$ cat src/rtl/jk_counter_sequencer.sv
// jk_counter_sequencer: sequences an external JK flip-flop bank through clear/load/count commands,
// generating per-bit J/K drive from its own state and the bank's q feedback.
module jk_counter_sequencer #(
    parameter int WIDTH = 4
) (
    input  logic             clk,
    input  logic             reset,
    input  logic             cmd_valid,
    output logic             cmd_ready,
    input  logic [1:0]       cmd_op,
    input  logic [WIDTH-1:0] cmd_data,
    input  logic             abort,
    input  logic [WIDTH-1:0] q_fb,
    output logic [WIDTH-1:0] j,
    output logic [WIDTH-1:0] k,
    output logic             busy,
    output logic             done,
    output logic             tc
);
    typedef enum logic [1:0] {IDLE, EXEC, DONE} state_t;

    state_t           state, state_n;
    logic [1:0]       op_r;
    logic [WIDTH-1:0] data_r, steps_r, t_up, t_dn;
    logic             accept;

    assign accept = cmd_valid && cmd_ready;

    // Toggle enables: a bit flips when every lower bit is at its wrap value.
    assign t_up[0] = 1'b1;
    assign t_dn[0] = 1'b1;
    for (genvar g = 1; g < WIDTH; g++) begin : g_toggle
        assign t_up[g] = &q_fb[g-1:0];
        assign t_dn[g] = ~|q_fb[g-1:0];
    end

    always_ff @(posedge clk) begin
        if (!reset) begin
            state   <= IDLE;
            op_r    <= 2'b00;
            data_r  <= '0;
            steps_r <= '0;
        end else begin
            state <= state_n;
            if (accept) begin
                op_r    <= cmd_op;
                data_r  <= cmd_data;
                steps_r <= cmd_data;
            end else if (state == EXEC) begin
                steps_r <= steps_r - 1'b1;
            end
        end
    end

    always_comb begin
        state_n   = state;
        j         = '0;
        k         = '0;
        tc        = 1'b0;
        cmd_ready = reset && state == IDLE;
        busy      = reset && state != IDLE;
        done      = reset && state == DONE;
        case (state)
            IDLE: if (accept) state_n = (cmd_op[1] && cmd_data == '0) ? DONE : EXEC;
            EXEC: begin
                if (!op_r[1]) begin
                    j       = op_r[0] ? data_r : '0;
                    k       = op_r[0] ? ~data_r : '1;
                    state_n = DONE;
                end else begin
                    state_n = (abort || steps_r == WIDTH'(1)) ? DONE : EXEC;
                    if (!abort) begin
                        j  = op_r[0] ? t_dn : t_up;
                        k  = op_r[0] ? t_dn : t_up;
                        tc = op_r[0] ? ~|q_fb : &q_fb;
                    end
                end
            end
            DONE:    state_n = IDLE;
            default: state_n = IDLE;
        endcase
        // Reset freezes the bank even mid-count.
        if (!reset) begin
            j  = '0;
            k  = '0;
            tc = 1'b0;
        end
    end
endmodule

$ cat config.mk
export PLATFORM = sky130hd
export DESIGN_NAME = jk_counter_sequencer
export DESIGN_NICKNAME = d
export VERILOG_FILES = /design/src/rtl/jk_counter_sequencer.sv
export SDC_FILE = /design/constraint.sdc
export NUM_CORES = 1
export LEC_CHECK = 0
export BUFFER_PORTS_ARGS = -buffer_cell sky130_fd_sc_hd__buf_2
export CAP_MARGIN = 5
export CORE_AREA = 5 5 47 49
export DETAILED_ROUTE_END_ITERATION = 8
export DIE_AREA = 0 0 52 54
export GPL_TIMING_DRIVEN = 0
export HOLD_SLACK_MARGIN = 0.12
export PLACE_DENSITY = 0.73
export SYNTH_ARGS = -nofsm -noshare
export SYNTH_HDL_FRONTEND = slang
export SYNTH_SLANG_ARGS = --single-unit
$ cat constraint.sdc
create_clock -name clk -period 1.9 [get_ports clk]
set_input_delay 0.475 -clock clk [delete_from_list [all_inputs] [get_ports clk]]
set_output_delay 0.475 -clock clk [all_outputs]
set_load 0.02 [all_outputs]
==> results.sh, run 1 <==
export IMPL_grt_usage=0.174
export IMPL_status="complete, but fails checks"
export IMPL_wire_per_inst_microns=14.6
export IMPL_wirelength_microns=2590
export IMPL_clock_skew_ns=0.00731
export IMPL_die_h_microns=54
export IMPL_clock_path_buffers=2
export IMPL_fin_setup_tns_ns=-0.623
export IMPL_finalSetupViolations=8
export IMPL_postSynthCellCount=105
export IMPL_hold_viol=0
export IMPL_grt_pass1_wl_microns=3660
export IMPL_gp_congestion=0.821
export IMPL_hp_class="primary input to flop"
export IMPL_cts_clk_slew_worst_paths_ns=0.08
export IMPL_maxSlewHeadroom=0.699
export IMPL_synth_top_flop_cell="dfxtp_1"
export IMPL_maxCapViolations=0
export IMPL_layout_nets=168
export IMPL_rsz0062_at_grt="yes"
export IMPL_numCtsBuffers=3
export IMPL_synth_seq_cells=12
export IMPL_hold_start="cmd_op[0]"
export IMPL_p_sw_frac=0.312
export IMPL_synth_edff_count=0
export IMPL_startpoint="op_r[0]"
export IMPL_avgSynthCellArea_sq_um=7.78
export IMPL_core_area_sq_um=1820
export IMPL_crit_fanout=3
export IMPL_drive_gt1_frac=0.510
export IMPL_port_buffers=24
export IMPL_fin_ws_ns=-0.173
export IMPL_synth_net_count=121
export IMPL_power_internal_w=0.000498
export IMPL_synth_top_cell_by_area="dfxtp_1"
export IMPL_drtIter0Drc=21
export IMPL_switchingPower_w=0.000226
export IMPL_vias=981
export IMPL_io_pins=26
export IMPL_synth_seq_area_share=0.294
export IMPL_viasPerCell=5.51
export IMPL_period_minus_slack_ns=2.07
export IMPL_synth_top_area_frac=0.294
export IMPL_worstPathRequired_ns=1.42
export IMPL_setup_worst_path_start_class="flop"
export IMPL_post_route_period_util=1.09
export IMPL_clock_latency_ns=0.29
export IMPL_fp_dieW_microns=52
export IMPL_power_leakage_nw=0.547
export IMPL_arrival_ns=1.60
export IMPL_worstMarginPinSlew_ns=0.448
export IMPL_grt_overflow=0
export IMPL_ys_warnings_count=0
export IMPL_r2r_start="state[0]"
export IMPL_sequentialPowerShare=0.399
export IMPL_synth_area_leaders="dfxtp_1 (29%), nand2_1 (7.4%), a21oi_1 (6.1%), nor2b_1 (3.8%), nand3_1 (3.7%)"
export IMPL_path_class="flop to primary output"
export IMPL_cts_sinks=12
export IMPL_cts_tree="built"
export IMPL_power_density_nw_per_um2=559
export IMPL_cts_hold_buf=0
export IMPL_synth_cell_types=40
export IMPL_initial_core_util=0.448
export IMPL_cp_end_kind="primary output"
export IMPL_cts_max_level=1
export IMPL_fin_util=0.711
export IMPL_syn_area_sq_um=817
export IMPL_grt_pass1_vias=857
export IMPL_grt_start_max_net_pins=11
export IMPL_root_buffer="clkbuf_4"
export IMPL_slew_violations=0
export IMPL_ir_worst_vdd_v=0.000473
export IMPL_antenna_found_initial=0
export IMPL_combPwrFrac=0.312
export IMPL_drc=0
export IMPL_p_clk_frac=0.289
export IMPL_synthArstFlopShare=0
export IMPL_dp_hpwl_microns=1590
export IMPL_final_antenna_net_count=0
export IMPL_fp_row_count=16
export IMPL_dieArea_sq_um=2810
export IMPL_diodes=0
export IMPL_violations="setup timing"
export IMPL_area_growth_pct=58.5
export IMPL_firstDrtPassIters=4
export IMPL_fmax_ghz=0.482
metrics by stage:
stage	area (sq um)	worst slack, ns	hold WS (ns)	power [W]	std cells
floorplan	823	0.00453	0.445	0.000401	105
global placement	977	-0.111	0.459	0.000445	156
detailed placement	977	-0.167	0.472	0.000452	156
CTS	1090	-0.146	0.393	0.000674	163
global route	1290	-0.208	0.424	0.000758	178
finish	1290	-0.173	0.385	0.000724	178
cell usage in the layout, fill, tap and decap left out, types with 2 or more instances in the layout:
cell	instances
nand2_2	2
dfxtp_4	2
nand3b_1	2
a21oi_2	3
nor2b_1	4
dfxtp_1	8
a31oi_1	2
nand3_1	5
a221oi_2	3
nor3_1	4
buf_2	14
nor2_1	3
clkbuf_4	4
nand2b_1	4
dfxtp_2	2
o21ai_0	4
ha_1	2
buf_4	24
inv_1	2
nor3b_1	2
nand2_1	14
buf_6	6
a21oi_1	7
sequential cells by signal, indices dropped and copies added (netlist names):
signal / cells
data_r: 4
steps_r: 4
op_r: 2
state: 2
repair_timing:
item / CTS / global route
pin swaps: 1 / 7
gates resized for setup: 17 / 27
buffers inserted: 3 / 14
hold endpoints to repair: 0 / 0
endpoints found under the setup margin: 9 / 10
gates cloned: 0 / 1
layout make-up:
cell class	instances	area [sq um]
buffer	5	40.0
clock buffer	4	36.3
fill	137	527
tap	27	33.8
multi-input combinational	85	626
timing repair buffer	41	290
inverter	4	18.8
sequential	12	250
cells by family after synthesis:
group / synth area share
flip-flops: 0.294
adder cells (fa/ha/maj): 0.0306
multiplexers: 0.0123
buffers and inverters: 0.0551
AO/OA/AOI/OAI: 0.237
AND/OR/NAND/NOR: 0.371
power groups by stage:
| stage | Sequential (W) | Clock, W | Combinational, W |
|---|---|---|---|
| 2_1_floorplan | 0.000289 | 0 | 0.000112 |
| 3_3_place_gp | 0.000292 | 0 | 0.000153 |
| 3_5_place_dp | 0.000294 | 0 | 0.000158 |
| 4_1_cts | 0.000288 | 0.000210 | 0.000177 |
| 5_1_grt | 0.000291 | 0.000222 | 0.000245 |
| 6_report | 0.000289 | 0.000209 | 0.000226 |
worst paths after layout:
kind	endpoint	slack, ns	cells past startpoint
min	op_r[0]	0.38	3
min reg2reg	data_r[1]	0.49	2
max reg2reg	steps_r[1]	0.44	7
max	k[3]	-0.17	5
routing by layer:
metal,wire (microns),share of wire,vias to the layer above,GRT usage
met1,1070,0.41,471,0.188
li1,-,-,482,-
met5,0,0,-,0
met2,1360,0.53,23,0.331
met4,33,0.013,0,0.0699
met3,125,0.048,5,0.0332
synth_stat cells (2+ instances only):
library cell	number
a21oi_1	10
a221oi_1	2
a31oi_1	2
buf_2	2
buf_4	2
dfxtp_1	12
ha_1	2
inv_1	3
nand2_1	16
nand2b_1	4
nand3_1	6
nand3b_1	2
nor2_1	3
nor2b_1	5
nor3_1	4
nor3b_1	2
o21ai_0	4
o22ai_1	2
critical path, stage by stage (launching register included):
cell and delay, ns:
dfxtp_4 0.35, buf_4 0.13, and4b_2 0.32, o21bai_4 0.08
a221oi_2 0.25, buf_4 0.18
No activity file was read; power rests on OpenSTA's default activity.
==> run 2: changes to the inputs <==
--- a/config.mk
+++ b/config.mk
@@ -7,12 +7,12 @@
 export LEC_CHECK = 0
 export BUFFER_PORTS_ARGS = -buffer_cell sky130_fd_sc_hd__buf_2
 export CAP_MARGIN = 5
-export CORE_AREA = 5 5 47 49
+export CORE_AREA = 5 5 44 53
 export DETAILED_ROUTE_END_ITERATION = 8
-export DIE_AREA = 0 0 52 54
+export DIE_AREA = 0 0 49 58
 export GPL_TIMING_DRIVEN = 0
 export HOLD_SLACK_MARGIN = 0.12
-export PLACE_DENSITY = 0.73
+export PLACE_DENSITY = 0.72
 export SYNTH_ARGS = -nofsm -noshare
 export SYNTH_HDL_FRONTEND = slang
 export SYNTH_SLANG_ARGS = --single-unit
==> constraint.sdc (replaced) <==
create_clock -name clk -period 1.9 [get_ports clk]
set_input_delay 0.475 -clock clk [delete_from_list [all_inputs] [get_ports clk]]
set_output_delay 0.475 -clock clk [all_outputs]
set_load 0.01 [all_outputs]
==> results.sh, run 2 (synthesis gave the netlist of run 1 again) <==
export IMPL_status="complete, but fails checks"
export IMPL_violations="setup timing"
export IMPL_r2r_setup_slack_ns=0.49
export IMPL_grt_pass1_vias=825
export IMPL_numCtsBuffers=3
export IMPL_clock_latency_ns=0.26
export IMPL_startpoint="q_fb[0]"
export IMPL_ir_worst_vdd_v=0.000497
export IMPL_reg_top3="data_r x4, steps_r x4"
export IMPL_antenna_found_initial=0
export IMPL_rr_worst_depth=5
export IMPL_fmax_ghz=0.497
export IMPL_area_growth_pct=35.4
export IMPL_final_antenna_net_count=0
export IMPL_vias=890
export IMPL_fillers=164
export IMPL_worstMarginPinSlew_ns=0.399
export IMPL_grt_start_max_net_pins=11
export IMPL_worstPathCellList="buf_2 > or3b_1 > a21o_1 > a221oi_2 > buf_2"
export IMPL_diodes=0
export IMPL_root_buffer="clkbuf_4"
export IMPL_hp_class="primary input to flop"
export IMPL_setup_worst_path_start_class="primary input"
export IMPL_r2r_start="steps_r[1]"
export IMPL_grt_pass1_wl_microns=3440
export IMPL_cts_sinks=12
export IMPL_wirelength_microns=2130
export IMPL_cts_tree="built"
export IMPL_cts_hold_buf=0
export IMPL_fin_ws_ns=-0.112
export IMPL_maxSlewHeadroom=0.732
export IMPL_critPathBufInv=2
export IMPL_power_density_nw_per_um2=560
export IMPL_firstDrtPassIters=4
export IMPL_crit_family="compound AO/OA/AOI/OAI gates"
export IMPL_fp_dieW_microns=49
export IMPL_timing_rr_end="state[0]"
export IMPL_die_h_microns=58
export IMPL_combPwrFrac=0.293
export IMPL_arrival_ns=1.54
export IMPL_p_clk_frac=0.240
export IMPL_hold_viol=0
export IMPL_p_total_w=0.000620
export IMPL_p_sw_frac=0.301
export IMPL_cts_clk_slew_worst_paths_ns=0.07
export IMPL_initial_core_util=0.457
export IMPL_rsz0062_at_grt="yes"
export IMPL_io_pins=26
export IMPL_design_area_sq_um=1110
export IMPL_maxCapViolations=0
export IMPL_cp_end_kind="primary output"
export IMPL_fp_row_count=17
export IMPL_wire_per_inst_microns=13.4
export IMPL_viasPerCell=5.60
export IMPL_final_cell_mix="buf_2 (25), nand2_1 (15), a21oi_1 (9), buf_4 (9), dfxtp_1 (9)"
export IMPL_grt_overflow=0
export IMPL_slew_violations=0
export IMPL_final_common_cell="buf_2"
export IMPL_layout_nets=158
export IMPL_drive_gt1_frac=0.414
export IMPL_drc=0
export IMPL_sequentialPowerShare=0.467
export IMPL_multi_input_area_sq_um=574
export IMPL_power_internal_w=0.000433
export IMPL_power_leakage_nw=0.486
export IMPL_core_area_sq_um=1790
export IMPL_finalSetupViolations=2
export IMPL_gp_congestion=0.852
export IMPL_port_buffers=24
export IMPL_dieArea_sq_um=2840
export IMPL_post_route_period_util=1.06
export IMPL_endpoint="k[2]"
export IMPL_cts_max_level=1
export IMPL_slowest_delay_ns=0.36
export IMPL_path_class="primary input to primary output"
export IMPL_slowest_stage="or3b_1"
export IMPL_period_minus_slack_ns=2.01
export IMPL_critical_path_most_common_cell="buf_2"
export IMPL_crit_fanout=8
export IMPL_dp_hpwl_microns=1540
export IMPL_switchingPower_w=0.000187
export IMPL_holdPathStages=3
export IMPL_worstPathRequired_ns=1.42
export IMPL_dpl_cell_area_sq_um=961
export IMPL_drtIter0Drc=19
export IMPL_final_seq_area_sq_um=246
export IMPL_clock_path_buffers=2
export IMPL_path_depth=5
export IMPL_clock_skew_ns=0.00147
export IMPL_grt_usage=0.146
==> run 2: changes by cell type in the layout (fill, tap and decap cells not counted), sizes merged <==
cell | before | now
buf | 44 | 36
clkbuf | 6 | 4
nand2 | 17 | 16
==> run 2: what timing repair did <==
item                                    in CTS  in global routing
pin swaps                                    1                  2
gates resized for setup                      8                  9
endpoints found under the setup margin       9                  9
setup buffers                                3                  5
==> run 2: worst min path at each step <==
stage                   start         to  slack [ns]
floorplan           data_r[1]  data_r[1]        0.44
global placement    data_r[0]  data_r[0]        0.46
detailed placement  data_r[1]  data_r[1]        0.46
CTS                 cmd_op[0]    op_r[0]        0.41
global route        cmd_op[0]    op_r[0]        0.45
finish              cmd_op[0]    op_r[0]        0.41
==> run 2: stage by stage <==
stage / setup slack [ns] / util / setup TNS (ns) / instances / hold slack, ns
4_1_cts: -0.125 / 0.577 / -0.184 / 154 / 0.405
3_3_place_gp: -0.101 / 0.538 / -0.182 / 148 / 0.458
5_1_grt: -0.184 / 0.619 / -0.470 / 159 / 0.449
3_5_place_dp: -0.151 / 0.538 / -0.252 / 148 / 0.461
2_1_floorplan: 0.101 / - / 0 / 105 / 0.445
6_report: -0.112 / 0.619 / -0.128 / 159 / 0.412
==> run 2: cell type report <==
type | instances | area share
Sequential cell | 12 | 0.223
Clock buffer | 3 | 0.0204
Inverter | 4 | 0.0170
Tap cell | 19 | 0.0215
Multi-Input combinational cell | 84 | 0.519
Buffer | 5 | 0.0362
Timing Repair Buffer | 32 | 0.163
==> run 2: tightest hold or removal path, stage by stage <==
cell	delay, ns
buf_2	0.07
nand2_1	0.04
o31ai_1	0.05
==> run 2: metal layers <==
metal | vias to the layer above | GRT usage | share of wire
li1 | 456 | - | -
met1 | 410 | 0.164 | 0.40
met2 | 22 | 0.271 | 0.54
met3 | 2 | 0.0334 | 0.054
met4 | 0 | 0.0462 | 0.0042
met5 | - | 0 | 0
==> run 2: power by group through the flow <==
stage,Sequential (W),Combinational (W),Clock (W)
2_1_floorplan,0.000289,0.000104,0
3_3_place_gp,0.000292,0.000146,0
3_5_place_dp,0.000294,0.000150,0
4_1_cts,0.000287,0.000164,0.000155
5_1_grt,0.000292,0.000203,0.000166
6_report,0.000289,0.000182,0.000149
